==> src/rtl/uart_tx_framer_pkg.sv <==
// Shared UART transmit definitions: frame parity modes, transmitter states and line rate.
package uart_tx_framer_pkg;

    localparam int CLOCK_FREQ_HZ = 50_000_000;
    localparam int BAUD_RATE     = 115_200;

    typedef enum logic [1:0] {
        PAR_NONE = 2'd0,
        PAR_ODD  = 2'd1,
        PAR_EVEN = 2'd2
    } tx_parity_t;

    typedef enum logic [2:0] {
        ST_IDLE   = 3'd0,
        ST_START  = 3'd1,
        ST_DATA   = 3'd2,
        ST_PARITY = 3'd3,
        ST_STOP   = 3'd4
    } uart_tx_state_t;

endpackage

==> src/rtl/baud_tick_gen.sv <==
// Bit-period timer: pulses tick on the last cycle of every CLKS_PER_BIT-cycle period.
// Latency: tick is combinational from the counter; clear holds the count at zero.
// Backpressure: none, free-running while clear is low.
module baud_tick_gen #(
    parameter int CLKS_PER_BIT = 4
) (
    input  logic clk,
    input  logic rst,
    input  logic clear,
    output logic tick
);

    localparam int                CNT_W = $clog2(CLKS_PER_BIT);
    localparam logic [CNT_W-1:0] LAST  = CNT_W'(CLKS_PER_BIT - 1);

    logic [CNT_W-1:0] cnt;

    always_ff @(posedge clk) begin
        if (rst || clear) begin
            cnt <= '0;
        end else if (cnt == LAST) begin
            cnt <= '0;
        end else begin
            cnt <= cnt + CNT_W'(1);
        end
    end

    assign tick = (cnt == LAST) && !clear;

endmodule

==> src/rtl/uart_tx_framer.sv <==
// Parametrised UART transmitter: start, LSB-first data, optional parity, 1-2 stop bits.
// Latency: tx falls one cycle after acceptance; frame_done pulses the cycle after the last stop bit.
// Backpressure: tx_ready is low for the whole frame; tx_valid is ignored until it returns.
module uart_tx_framer
    import uart_tx_framer_pkg::*;
#(
    parameter int         CLKS_PER_BIT = CLOCK_FREQ_HZ / BAUD_RATE,
    parameter int         DATA_BITS    = 8,
    parameter tx_parity_t PARITY       = PAR_NONE,
    parameter int         STOP_BITS    = 1
) (
    input  logic                 clk,
    input  logic                 rst,
    input  logic                 tx_valid,
    input  logic [DATA_BITS-1:0] tx_data,
    output logic                 tx_ready,
    output logic                 tx,
    output logic                 tx_busy,
    output logic                 frame_done
);

    localparam int IDX_W = $clog2(DATA_BITS);

    if (CLKS_PER_BIT < 2) begin : g_bad_cpb
        $error("uart_tx_framer: CLKS_PER_BIT must be at least 2");
    end
    if (DATA_BITS < 5 || DATA_BITS > 9) begin : g_bad_data_bits
        $error("uart_tx_framer: DATA_BITS must be in 5..9");
    end
    if (STOP_BITS < 1 || STOP_BITS > 2) begin : g_bad_stop_bits
        $error("uart_tx_framer: STOP_BITS must be 1 or 2");
    end
    if (PARITY != PAR_NONE && PARITY != PAR_ODD && PARITY != PAR_EVEN) begin : g_bad_parity
        $error("uart_tx_framer: illegal PARITY mode");
    end

    uart_tx_state_t       state;
    logic [DATA_BITS-1:0] shreg;
    logic [IDX_W-1:0]     bit_idx;
    logic                 par_bit;
    logic                 tick;

    // Holding the timer cleared in IDLE guarantees a full-length start bit after acceptance.
    baud_tick_gen #(
        .CLKS_PER_BIT(CLKS_PER_BIT)
    ) u_baud (
        .clk  (clk),
        .rst  (rst),
        .clear(state == ST_IDLE),
        .tick (tick)
    );

    always_ff @(posedge clk) begin
        if (rst) begin
            state      <= ST_IDLE;
            shreg      <= '0;
            bit_idx    <= '0;
            par_bit    <= 1'b0;
            tx         <= 1'b1;
            tx_ready   <= 1'b1;
            tx_busy    <= 1'b0;
            frame_done <= 1'b0;
        end else begin
            frame_done <= 1'b0;
            case (state)
                ST_IDLE: begin
                    if (tx_valid && tx_ready) begin
                        shreg    <= tx_data;
                        par_bit  <= (^tx_data) ^ (PARITY == PAR_ODD);
                        bit_idx  <= '0;
                        state    <= ST_START;
                        tx       <= 1'b0;
                        tx_ready <= 1'b0;
                        tx_busy  <= 1'b1;
                    end
                end
                ST_START: begin
                    if (tick) begin
                        state   <= ST_DATA;
                        bit_idx <= '0;
                        tx      <= shreg[0];
                    end
                end
                ST_DATA: begin
                    if (tick) begin
                        if (bit_idx == IDX_W'(DATA_BITS - 1)) begin
                            bit_idx <= '0;
                            if (PARITY != PAR_NONE) begin
                                state <= ST_PARITY;
                                tx    <= par_bit;
                            end else begin
                                state <= ST_STOP;
                                tx    <= 1'b1;
                            end
                        end else begin
                            // Line is registered, so drive the bit that lands in bit 0 after this shift.
                            shreg   <= shreg >> 1;
                            tx      <= shreg[1];
                            bit_idx <= bit_idx + IDX_W'(1);
                        end
                    end
                end
                ST_PARITY: begin
                    if (tick) begin
                        state   <= ST_STOP;
                        bit_idx <= '0;
                        tx      <= 1'b1;
                    end
                end
                ST_STOP: begin
                    if (tick) begin
                        if (bit_idx == IDX_W'(STOP_BITS - 1)) begin
                            state      <= ST_IDLE;
                            bit_idx    <= '0;
                            tx_ready   <= 1'b1;
                            tx_busy    <= 1'b0;
                            frame_done <= 1'b1;
                        end else begin
                            bit_idx <= bit_idx + IDX_W'(1);
                        end
                    end
                end
                default: begin
                    state    <= ST_IDLE;
                    tx       <= 1'b1;
                    tx_ready <= 1'b1;
                    tx_busy  <= 1'b0;
                end
            endcase
        end
    end

endmodule

==> config.mk <==
export PLATFORM = sky130hd
export DESIGN_NAME = uart_tx_framer
export DESIGN_NICKNAME = d
export VERILOG_FILES = /design/src/rtl/uart_tx_framer_pkg.sv /design/src/rtl/baud_tick_gen.sv /design/src/rtl/uart_tx_framer.sv
export SDC_FILE = /design/constraint.sdc
export NUM_CORES = 1
export LEC_CHECK = 0
export CORE_MARGIN = 8
export CORE_UTILIZATION = 59
export DETAILED_ROUTE_END_ITERATION = 10
export GPL_TIMING_DRIVEN = 1
export PLACE_DENSITY = 0.83
export SETUP_SLACK_MARGIN = 0.4
export SYNTH_ARGS = -nofsm -noshare
export SYNTH_HDL_FRONTEND = slang
export SYNTH_SLANG_ARGS = --single-unit
==> constraint.sdc <==
create_clock -name clk -period 5.63 [get_ports clk]
set_clock_uncertainty 0.2 [all_clocks]
set_input_delay 1.126 -clock clk [delete_from_list [all_inputs] [get_ports clk]]
set_output_delay 1.126 -clock clk [all_outputs]
set_load 0.1 [all_outputs]
# == After elaboration in Yosys (flattened, before gate mapping) ==
# Cells that the tools add are included.
# Widths: inputs -> output; s select.
# word_totals
register_bits,27
inputBits,11
out_inout_bits,4
word_cells,78
# classes
add_sub_neg,2
eq_ne,15
mux,33
n_bitwise,3
n_reduce_logical,17
# ops
cell,n
$mux 3,13
$mux 8,3
$ne 2x2->1 const B,8
$pmux 8 s2,1
$pmux 3 s5,1
$pmux 3 s4,1
$mux 1,11
$reduce_and 5->1,2
$add 9x1->9 const B,1
$eq 9x9->1 const B,1
$reduce_and 4->1,2
$reduce_and 7->1,1
$eq 3x2->1 const B,2
$eq 3x3->1 const B,2
$logic_not 3->1,2
$pmux 1 s3,2
$reduce_or 3->1,2
$pmux 1 s5,1
$reduce_bool 4->1,1
$reduce_or 2->1,2
$add 3x1->3 const B,1
$eq 3x1->1 const B,1
$not 1->1,3
$logic_and 1x1->1,2
4 further kinds,4

# == Depth between registers and ports, before layout ==
# Gate-level depths: netlist (run 1).
# depth
word_depth,5
mapped_depth,7
ltp_nobuf,6

# == Cells and area by module ==
# Synthesis (run 1) repeated with hierarchy kept, for this count alone.
# hier_totals
hier_cells,152
area_unflattened_um2,1348.8
# by_module_without_submodules
module,instances,cells_per_inst,area_each_um2,seq_area_each_um2
uart_tx_framer,1,106,933.4,360.3
baud_tick_gen,1,46,415.4,180.2

# == Worst setup path after synthesis (run 1) ==
# No wires, ideal clock.
# synth_path
kind,register to register
startpoint,reg tx_ready
endpoint,reg shreg[7]
setup_ns,0.116
arrival_ns,1.994
t_required_ns,5.314
setup_slack_ns,3.320
stages_incl_launch_ff,6
path_buffers,1
period_less_slack_ns,2.310
path_cell_list,dfxtp_1 nand2_1 o32ai_4 buf_6 a21oi_1 a31o_2
# synth_via
elab_chain_len,3
# synth_lines
element,line,rtl
start: declaration,uart_tx_framer.sv:16,"output logic tx_ready,"
start signal: assignment,uart_tx_framer.sv:60,tx_ready <= 1'b1;
start signal: assignment,uart_tx_framer.sv:73,tx_ready <= 1'b0;
start signal: assignment,uart_tx_framer.sv:115,tx_ready <= 1'b1;
$logic_and 1x1->1,uart_tx_framer.sv:67,if (tx_valid && tx_ready) begin
$ne 2x2->1 (no source line),-,
$reduce_and 4->1 (no source line),-,
end signal: assignment,uart_tx_framer.sv:68,shreg <= tx_data;
end signal: assignment,uart_tx_framer.sv:97,shreg <= shreg >> 1;
end: declaration,uart_tx_framer.sv:38,logic [DATA_BITS-1:0] shreg;
# Every way passes these cells.
# A chain may end at the register's enable or synchronous reset.

# == Worst setup path after layout (run 1) ==
# layout_path
startpoint,reg tx_ready
endpoint,out tx_ready
# No word-level cell between the ends.

==> results of run 1 <==
## worst min-delay path by stage
stage	startpoint	to	slack, ns	cells after the start
5_1_grt	bit_idx[1]	bit_idx[1]	0.32	2
3_3_place_gp	u_baud.cnt[0]	u_baud.cnt[0]	0.26	1
3_5_place_dp	u_baud.cnt[0]	u_baud.cnt[0]	0.27	1
6_report	u_baud.cnt[0]	u_baud.cnt[0]	0.30	1
4_1_cts	bit_idx[1]	bit_idx[1]	0.30	2
2_1_floorplan	u_baud.cnt[0]	u_baud.cnt[0]	0.24	1
## flip-flops by register name, indices dropped and copies added, names as in the netlist
| register | cells |
|---|---|
| u_baud.cnt | 9 |
| shreg | 8 |
| bit_idx | 3 |
| state | 3 |
| frame_done | 1 |
| tx | 1 |
| tx_busy | 1 |
| tx_ready | 1 |
## layout make-up
class | count | area (µm²)
Timing Repair Buffer | 15 | 148
Clock buffer | 4 | 26.3
Multi-Input combinational cell | 119 | 822
Inverter | 4 | 15.0
Fill cell | 203 | 798
Tap cell | 30 | 37.5
Sequential cell | 27 | 541
## layer usage
metal	global-route usage	up-vias	share of wire
li1	-	611	-
met1	0.176	553	0.45
met2	0.253	28	0.50
met3	0.0272	7	0.037
met4	0.0545	0	0.013
met5	0	-	0
## metrics by stage
step                power [mW]  utilization  area, µm²  hold WS (ns)  worst slack, ns
CTS                      0.402        0.666       1590         0.304             2.40
finish                   0.399        0.666       1590         0.300             2.41
floorplan                0.296            -       1430         0.241             3.32
detailed placement       0.319        0.655       1560         0.272             2.43
global placement         0.316        0.655       1560         0.261             2.51
global route             0.418        0.666       1590         0.323             2.36
## cell usage in the layout (no fill, tap or decap), types with 2 or more instances in the layout
| cell type | netlist | layout |
|---|---|---|
| a211o_1 | 2 | 2 |
| a211oi_1 | 2 | 2 |
| a21oi_1 | 17 | 17 |
| a311oi_1 | 6 | 6 |
| clkbuf_4 | 0 | 3 |
| clkdlybuf4s50_1 | 0 | 14 |
| dfxtp_1 | 27 | 27 |
| ha_1 | 5 | 5 |
| inv_1 | 4 | 4 |
| mux2i_1 | 8 | 8 |
| nand2_1 | 6 | 6 |
| nand2b_1 | 7 | 7 |
| nand3_1 | 6 | 6 |
| nand4_1 | 2 | 2 |
| nor2_1 | 16 | 16 |
| nor2b_1 | 2 | 2 |
| nor3_1 | 4 | 4 |
| nor3b_1 | 2 | 2 |
| o211ai_1 | 5 | 5 |
| o21bai_1 | 3 | 3 |
| o22ai_1 | 2 | 2 |
| or3_1 | 3 | 3 |
| xnor2_1 | 4 | 4 |
| xor2_1 | 3 | 3 |
## logic make-up after synthesis
kind of cell | synth area share
AO/OA/AOI/OAI | 0.228
XOR/XNOR | 0.0430
flip-flops | 0.379
adder cells (fa/ha/maj) | 0.0439
buffers and inverters | 0.0439
AND/OR/NAND/NOR | 0.205
multiplexers | 0.0562
## power breakdown
| part | internal (mW) | switching, mW | total, mW | leakage [nW] |
|---|---|---|---|---|
| clock | 0.0278 | 0.0560 | 0.0838 | 0.0150 |
| sequential | 0.204 | 0.0120 | 0.216 | 0.220 |
| combinational | 0.0368 | 0.0626 | 0.0993 | 0.286 |
==> flow_metrics.env, run 1 <==
export IMPL_outcome="complete, no violations"
export IMPL_nets=186
export IMPL_final_setup_tns_ns=0
export IMPL_tritoncts="built"
export IMPL_synth_avg_cell_area_um2=8.91
export IMPL_r2r_start="bit_idx[0]"
export IMPL_synth_cells=160
export IMPL_worst_pin_slew_ns=1.05
export IMPL_clock_fmax_ghz=0.310
export IMPL_p_leak_nw=0.521
export IMPL_yosys_top_cells_area="dfxtp_1 38%, a21oi_1 6.0%, mux2i_1 5.6%"
export IMPL_core_um2=2390
export IMPL_path_depth=1
export IMPL_pwr_density_cell_nw_per_um2=251
export IMPL_track_usage=0.146
export IMPL_yosys_most_used_dff="dfxtp_1"
export IMPL_drc=0
export IMPL_chipWidth_um=65.1
export IMPL_ir_drop_uv=175
export IMPL_crit_path_start="tx_ready"
export IMPL_rows=18
export IMPL_fp_dieArea_um2=4240
export IMPL_antenna_diode_count=0
export IMPL_routedWlPerCell_um=14.7
export IMPL_final_cells=199
export IMPL_firstDrtPassIters=4
export IMPL_cp_end_kind="output port"
export IMPL_slew_viol_final=0
export IMPL_r2r_end="shreg[5]"
export IMPL_cts_root_buffer="clkbuf_4"
export IMPL_die_h_um=65.1
export IMPL_grt_max_degree=23
export IMPL_clock_latency_ns=0.32
export IMPL_antenna_found_initial=0
export IMPL_grt_ovfl_total=0
export IMPL_endpoint="tx_ready"
export IMPL_ys_ff_latch=27
export IMPL_first_global_vias=1147
export IMPL_clk_pin_slew_ns=0.14
export IMPL_drive_gt1_frac=0.0592
export IMPL_area_growth_pct=11.5
export IMPL_cts_sinks=27
export IMPL_io_pins=15
export IMPL_synth_seq_area_share=0.379
export IMPL_ctsResizeCount=0
export IMPL_critPathArrivalTime_ns=1.90
export IMPL_cts_buffers=3
export IMPL_worst_ep_required_time_ns=4.30
export IMPL_place_congestion=0.864
export IMPL_drtIter0Drc=50
export IMPL_hold_path_class="reg2reg"
export IMPL_finalCritPeriodShare=0.572
export IMPL_hpwl_mm=2.12
export IMPL_crit_fanout=5
export IMPL_placed_cells=195
export IMPL_yosys_top_cells_count="27 x dfxtp_1, 17 x a21oi_1, 16 x nor2_1"
export IMPL_grt_pass1_wl_mm=5.12
export IMPL_cp_slowest_cell="clkdlybuf4s50_1"
export IMPL_vias=1199
export IMPL_finalSetupViolCount=0
export IMPL_port_buffers=14
export IMPL_drt_antenna_violating_nets=0
export IMPL_post_cts_buffers=0
export IMPL_postCtsHoldBufs=0
export IMPL_slew_headroom=0.296
export IMPL_post_drt_via_cell_ratio=6.03
export IMPL_initial_core_util=0.597
export IMPL_syn_cell_area_um2=1430
export IMPL_path_cells="clkdlybuf4s50_1"
export IMPL_rrSetupSlack_ns=3.23
export IMPL_wirelength_mm=2.93
export IMPL_synth_async_reset_ratio=0
export IMPL_synth_nets=176
export IMPL_reg2regPathDepth=6
export IMPL_finalHoldViolCount=0
export IMPL_synth_most_common_cell="dfxtp_1"
export IMPL_cap_violations=0
export IMPL_finalCriticalPeriod_ns=3.22
export IMPL_critPathBufInv=1
export IMPL_synth_cell_types=41
export IMPL_yosys_warnings=0
export IMPL_crit_family="buffers and inverters"
export IMPL_clockBufferDepth=2
export IMPL_rsz0062_at_grt="false"
export IMPL_synth_top_area_share=0.379
export IMPL_synth_edff_count=0
export IMPL_critical_path_class="reg2out"
export IMPL_h_tree_depth=1
export IMPL_cp_start_kind="flop"
export IMPL_crit_path_max_incr_delay_ns=1.16
export IMPL_yosys_area_top_type="dfxtp_1"
Power figures use the tool's default switching activity.
==> run 2, diff against run 1 <==
--- a/config.mk
+++ b/config.mk
@@ -6,10 +6,10 @@
 export NUM_CORES = 1
 export LEC_CHECK = 0
 export CORE_MARGIN = 8
-export CORE_UTILIZATION = 59
+export CORE_UTILIZATION = 55
 export DETAILED_ROUTE_END_ITERATION = 10
 export GPL_TIMING_DRIVEN = 1
-export PLACE_DENSITY = 0.83
+export PLACE_DENSITY = 0.78
 export SETUP_SLACK_MARGIN = 0.4
 export SYNTH_ARGS = -nofsm -noshare
 export SYNTH_HDL_FRONTEND = slang
==> constraint.sdc (replaced) <==
create_clock -name clk -period 3.1 [get_ports clk]
set_clock_uncertainty 0.2 [all_clocks]
set_input_delay 0.62 -clock clk [delete_from_list [all_inputs] [get_ports clk]]
set_output_delay 0.62 -clock clk [all_outputs]
set_load 0.1 [all_outputs]
==> run 2 against run 1 <==
  * Global-route usage decreased by 0.40 points
  * Final area increased by 0.32%
  * First-iteration DRC count increased by 26%
  * Via count increased by 0.42%
  * Clock power increased by 80%
  * Count of clock-buffer cells in the layout unchanged
  * Die area increased by 5.5%
  * Critical path type is now reg2reg
  * Highest routed layer unchanged
==> flow_metrics.env, run 2 (synthesis results as in run 1) <==
export IMPL_grt_pass1_wl_mm=5.18
export IMPL_whs_ns=0.304
export IMPL_area_growth_pct=11.9
export IMPL_reg2regPathDepth=4
export IMPL_slew_headroom=0.564
export IMPL_antenna_found_initial=0
export IMPL_finalSetupViolCount=0
export IMPL_finalCritPeriodShare=0.751
export IMPL_final_setup_tns_ns=0
export IMPL_ctsResizeCount=0
export IMPL_cap_violations=0
export IMPL_rows=18
export IMPL_clk_pin_slew_ns=0.14
export IMPL_firstDrtPassIters=4
export IMPL_post_drt_via_cell_ratio=5.99
export IMPL_drtIter0Drc=63
export IMPL_initial_core_util=0.575
export IMPL_chipWidth_um=66.9
export IMPL_finalCriticalPeriod_ns=2.33
export IMPL_final_common_cell="dfxtp_1"
export IMPL_hold_path_class="reg2reg"
export IMPL_r2r_end="shreg[4]"
export IMPL_rrSetupSlack_ns=0.77
export IMPL_seq_power_share=0.540
export IMPL_drive_gt1_frac=0.0936
export IMPL_worst_ep_required_time_ns=3.15
export IMPL_nets=188
export IMPL_critical_path_class="reg2reg"
export IMPL_clock_latency_ns=0.32
export IMPL_r2r_start="u_baud.cnt[6]"
export IMPL_combPwrFrac=0.252
export IMPL_path_cells="or4b_4 -> o32ai_4 -> a21oi_1 -> a311oi_2"
export IMPL_cp_start_kind="flop"
export IMPL_cts_sinks=27
export IMPL_pwr_density_cell_nw_per_um2=457
export IMPL_critPathArrivalTime_ns=2.38
export IMPL_vias=1204
export IMPL_first_global_vias=1226
export IMPL_crit_fanout=16
export IMPL_h_tree_depth=1
export IMPL_track_usage=0.142
export IMPL_placed_cells=197
export IMPL_outcome="complete, no violations"
export IMPL_port_buffers=14
export IMPL_rsz0062_at_grt="false"
export IMPL_grt_ovfl_total=0
export IMPL_worst_pin_slew_ns=0.655
export IMPL_drt_antenna_violating_nets=0
export IMPL_power_switching_mw=0.240
export IMPL_min_from="u_baud.cnt[0]"
export IMPL_drc=0
export IMPL_clockBufferDepth=2
export IMPL_placed_area_um2=1570
export IMPL_p_clk_frac=0.208
export IMPL_core_um2=2480
export IMPL_final_design_area_no_fill_um2=1590
export IMPL_cp_slowest_cell="o32ai_4"
export IMPL_pre_cts_ws_ns=0.668
export IMPL_clock_fmax_ghz=0.430
export IMPL_hold_end="u_baud.cnt[0]"
export IMPL_largest_reg_flops=9
export IMPL_final_cell_mix="27 x dfxtp_1, 17 x a21oi_1, 16 x nor2_1"
export IMPL_final_util=0.643
export IMPL_fp_dieArea_um2=4480
export IMPL_intPower_mw=0.487
export IMPL_place_congestion=0.836
export IMPL_top_register="u_baud.cnt"
export IMPL_fin_ws_ns=0.773
export IMPL_post_cts_buffers=0
export IMPL_hpwl_mm=2.21
export IMPL_antenna_diode_count=0
export IMPL_cp_end_kind="flop"
export IMPL_crit_path_max_incr_delay_ns=0.64
export IMPL_reg_top3="u_baud.cnt: 9 flops, shreg: 8 flops"
export IMPL_tritoncts="built"
export IMPL_die_h_um=66.9
export IMPL_power_mw=0.728
export IMPL_postCtsHoldBufs=0
export IMPL_cts_buffers=3
export IMPL_io_pins=15
export IMPL_hold_depth=1
export IMPL_finalHoldViolCount=0
export IMPL_p_leak_nw=0.535
export IMPL_cts_root_buffer="clkbuf_4"
export IMPL_ir_drop_uv=327
export IMPL_swShare=0.330
export IMPL_grt_max_degree=22
export IMPL_wirelength_mm=3.00
export IMPL_final_cells=201
export IMPL_routedWlPerCell_um=14.9
export IMPL_slew_viol_final=0
==> run 2: changes by cell type in the layout (fill, tap and decap cells not counted), sizes merged <==
cell	change
buf	+6
clkdlybuf4s50	-4
==> run 2: worst max-delay path, delay by kind of cell, from the launching register on <==
family	cells	cell delay [ns]
AOI/OAI and AO/OA	3	1.08
DFF	1	0.37
and+or+nand+nor	1	0.60
==> run 2: layer usage <==
layer | up-vias | GRT usage | wire length, µm
met3 | 4 | 0.0352 | 128
met1 | 567 | 0.173 | 1410
met5 | - | 0 | 0
met4 | 0 | 0.0496 | 23
li1 | 608 | - | -
met2 | 25 | 0.237 | 1440
==> run 2: layout make-up <==
type / count / area, µm²
Timing Repair Buffer: 17 / 153
Multi-Input combinational cell: 119 / 822
Tap cell: 30 / 37.5
Inverter: 4 / 15.0
Clock buffer: 4 / 26.3
Sequential cell: 27 / 541
Fill cell: 226 / 883
==> run 2: worst max path at each step <==
stage | from | endpoint | cells past startpoint
floorplan | tx_ready | shreg[7] | 5
global placement | tx_valid | shreg[4] | 5
detailed placement | tx_valid | shreg[4] | 5
CTS | u_baud.cnt[6] | shreg[4] | 4
global route | bit_idx[0] | shreg[3] | 6
finish | u_baud.cnt[6] | shreg[4] | 4
==> run 2: power by group through the flow <==
stage | logic (mW) | registers (mW) | clock network [mW]
2_1_floorplan | 0.0999 | 0.437 | 0
3_3_place_gp | 0.178 | 0.399 | 0
3_5_place_dp | 0.184 | 0.400 | 0
4_1_cts | 0.184 | 0.393 | 0.156
5_1_grt | 0.198 | 0.396 | 0.174
6_report | 0.184 | 0.393 | 0.151
==> run 3, diff against run 2 <==
--- a/config.mk
+++ b/config.mk
@@ -6,10 +6,10 @@
 export NUM_CORES = 1
 export LEC_CHECK = 0
 export CORE_MARGIN = 8
-export CORE_UTILIZATION = 55
+export CORE_UTILIZATION = 50
 export DETAILED_ROUTE_END_ITERATION = 10
 export GPL_TIMING_DRIVEN = 1
-export PLACE_DENSITY = 0.78
+export PLACE_DENSITY = 0.75
 export SETUP_SLACK_MARGIN = 0.4
 export SYNTH_ARGS = -nofsm -noshare
 export SYNTH_HDL_FRONTEND = slang
==> constraint.sdc (replaced) <==
create_clock -name clk -period 1.88 [get_ports clk]
set_clock_uncertainty 0.2 [all_clocks]
set_input_delay 0.376 -clock clk [delete_from_list [all_inputs] [get_ports clk]]
set_output_delay 0.376 -clock clk [all_outputs]
set_load 0.1 [all_outputs]
==> run 3 against run 2 <==
  * The run now ends with setup timing left
  * Critical path depth is 1 higher
  * Combinational power grew to 2.5 times the previous value
  * Flip-flop and latch count stayed put
  * Power is 88% higher
  * Sequential share of layout area is 8.6 points lower
  * Hold slack better by 0.024 ns
  * Non-clock buffer count is 41 higher
  * First-iteration DRC count is 38% higher
  * Die area is 7.6% higher
==> flow_metrics.env, run 3 (synthesis results as in run 1) <==
export IMPL_swShare=0.342
export IMPL_hold_path_class="reg2reg"
export IMPL_critPathArrivalTime_ns=2.04
export IMPL_largest_reg_flops=9
export IMPL_grt_max_degree=17
export IMPL_port_buffers=14
export IMPL_postCtsHoldBufs=0
export IMPL_antenna_diode_count=0
export IMPL_worst_pin_slew_ns=0.484
export IMPL_h_tree_depth=1
export IMPL_drive_gt1_frac=0.446
export IMPL_post_drt_via_cell_ratio=5.97
export IMPL_cts_sinks=27
export IMPL_chipWidth_um=69.4
export IMPL_io_pins=15
export IMPL_cp_end_kind="flop"
export IMPL_grt_ovfl_total=0
export IMPL_drc=0
export IMPL_rows=19
export IMPL_rsz0062_at_grt="true"
export IMPL_final_design_area_no_fill_um2=2190
export IMPL_placed_area_um2=1900
export IMPL_final_common_cell="buf_4"
export IMPL_first_global_vias=1396
export IMPL_core_um2=2730
export IMPL_pwr_density_cell_nw_per_um2=624
export IMPL_finalHoldViolCount=0
export IMPL_crit_fanout=13
export IMPL_seq_power_share=0.470
export IMPL_final_cell_mix="36 x buf_4, 18 x dfxtp_1, 11 x a21oi_1"
export IMPL_power_mw=1.37
export IMPL_reg_top3="u_baud.cnt: 9 flops, shreg: 8 flops"
export IMPL_power_switching_mw=0.467
export IMPL_place_congestion=0.879
export IMPL_violations="setup timing"
export IMPL_grt_pass1_wl_mm=6.51
export IMPL_cap_violations=0
export IMPL_track_usage=0.159
export IMPL_routedWlPerCell_um=17.8
export IMPL_nFillCells=155
export IMPL_intPower_mw=0.900
export IMPL_combPwrFrac=0.336
export IMPL_hpwl_mm=2.76
export IMPL_cts_buffers=3
export IMPL_vias=1457
export IMPL_drtIter0Drc=87
export IMPL_initial_core_util=0.521
export IMPL_fin_ws_ns=-0.119
export IMPL_p_clk_frac=0.193
export IMPL_antenna_found_initial=0
export IMPL_finalCriticalPeriod_ns=2.00
export IMPL_critical_path_class="reg2reg"
export IMPL_p_leak_nw=0.788
export IMPL_slew_headroom=0.675
export IMPL_finalSetupViolCount=24
export IMPL_area_growth_pct=53.8
export IMPL_drt_antenna_violating_nets=0
export IMPL_firstDrtPassIters=4
export IMPL_clock_fmax_ghz=0.500
export IMPL_outcome="finished with violations"
export IMPL_worst_ep_required_time_ns=1.93
export IMPL_finalCritPeriodShare=1.06
export IMPL_clk_pin_slew_ns=0.15
export IMPL_clockBufferDepth=2
export IMPL_cts_root_buffer="clkbuf_4"
export IMPL_cp_start_kind="flop"
export IMPL_clock_latency_ns=0.34
export IMPL_wirelength_mm=4.33
export IMPL_nets=230
export IMPL_final_setup_tns_ns=-1.27
export IMPL_ir_drop_uv=673
export IMPL_tritoncts="built"
export IMPL_die_h_um=69.4
export IMPL_fp_dieArea_um2=4810
export IMPL_slew_viol_final=0
export IMPL_top_register="u_baud.cnt"
-- run 3: area by class of cell --
| class | instances | area (µm²) | area share |
|---|---|---|---|
| Multi-Input combinational cell | 120 | 1010 | 0.460 |
| Sequential cell | 27 | 554 | 0.253 |
| Timing Repair Buffer | 58 | 549 | 0.251 |
| Tap cell | 31 | 38.8 | 0.0177 |
| Clock buffer | 4 | 26.3 | 0.0120 |
| Inverter | 4 | 15.0 | 0.00685 |
-- run 3: path summary, 6_finish.rpt --
path,to,startpoint,depth (start not counted),slack (ns)
worst max-delay path,shreg[6],u_baud.cnt[3],5,-0.12
worst max register to register,shreg[6],u_baud.cnt[3],5,-0.12
worst min register to register,shreg[5],shreg[5],2,0.33
worst min-delay path,shreg[5],shreg[5],2,0.33
-- run 3: timing repair --
action                     4_1_cts  5_1_grt
gates resized for setup         16       22
buffers inserted                 6        6
setup endpoints to repair       29       31
cloned                           1        0
pin swaps                       16       12
-- run 3: power groups by stage --
| stage | clock, mW | combinational, mW | sequential (mW) |
|---|---|---|---|
| 6_report | 0.264 | 0.460 | 0.643 |
| 5_1_grt | 0.299 | 0.489 | 0.647 |
| 3_5_place_dp | 0 | 0.394 | 0.655 |
| 4_1_cts | 0.266 | 0.423 | 0.642 |
| 2_1_floorplan | 0 | 0.171 | 0.725 |
| 3_3_place_gp | 0 | 0.382 | 0.652 |
-- run 3: worst max-delay path: stages (launching register included) --
cell and delay [ns]:
dfxtp_2 0.35, or4b_4 0.57, o32ai_4 0.28, buf_12 0.17
a21oi_1 0.07, a311oi_1 0.26
-- run 3: per-layer routing --
metal	global-route usage	wire length, µm	share of wire	up-vias
met5	0	0	0	-
met4	0.0706	177	0.041	0
met3	0.0358	212	0.049	20
met2	0.277	2240	0.52	51
met1	0.180	1700	0.39	686
li1	-	-	-	700
-- run 3: stage by stage --
step           hold WS (ns)  setup WS (ns)  instances   util
6_report              0.329         -0.119        244  0.802
5_1_grt               0.347         -0.207        244  0.802
4_1_cts               0.329         -0.106        238  0.748
3_5_place_dp          0.306         -0.137        227  0.697
3_3_place_gp          0.297         -0.103        227  0.697
2_1_floorplan         0.241        -0.0592        160      -
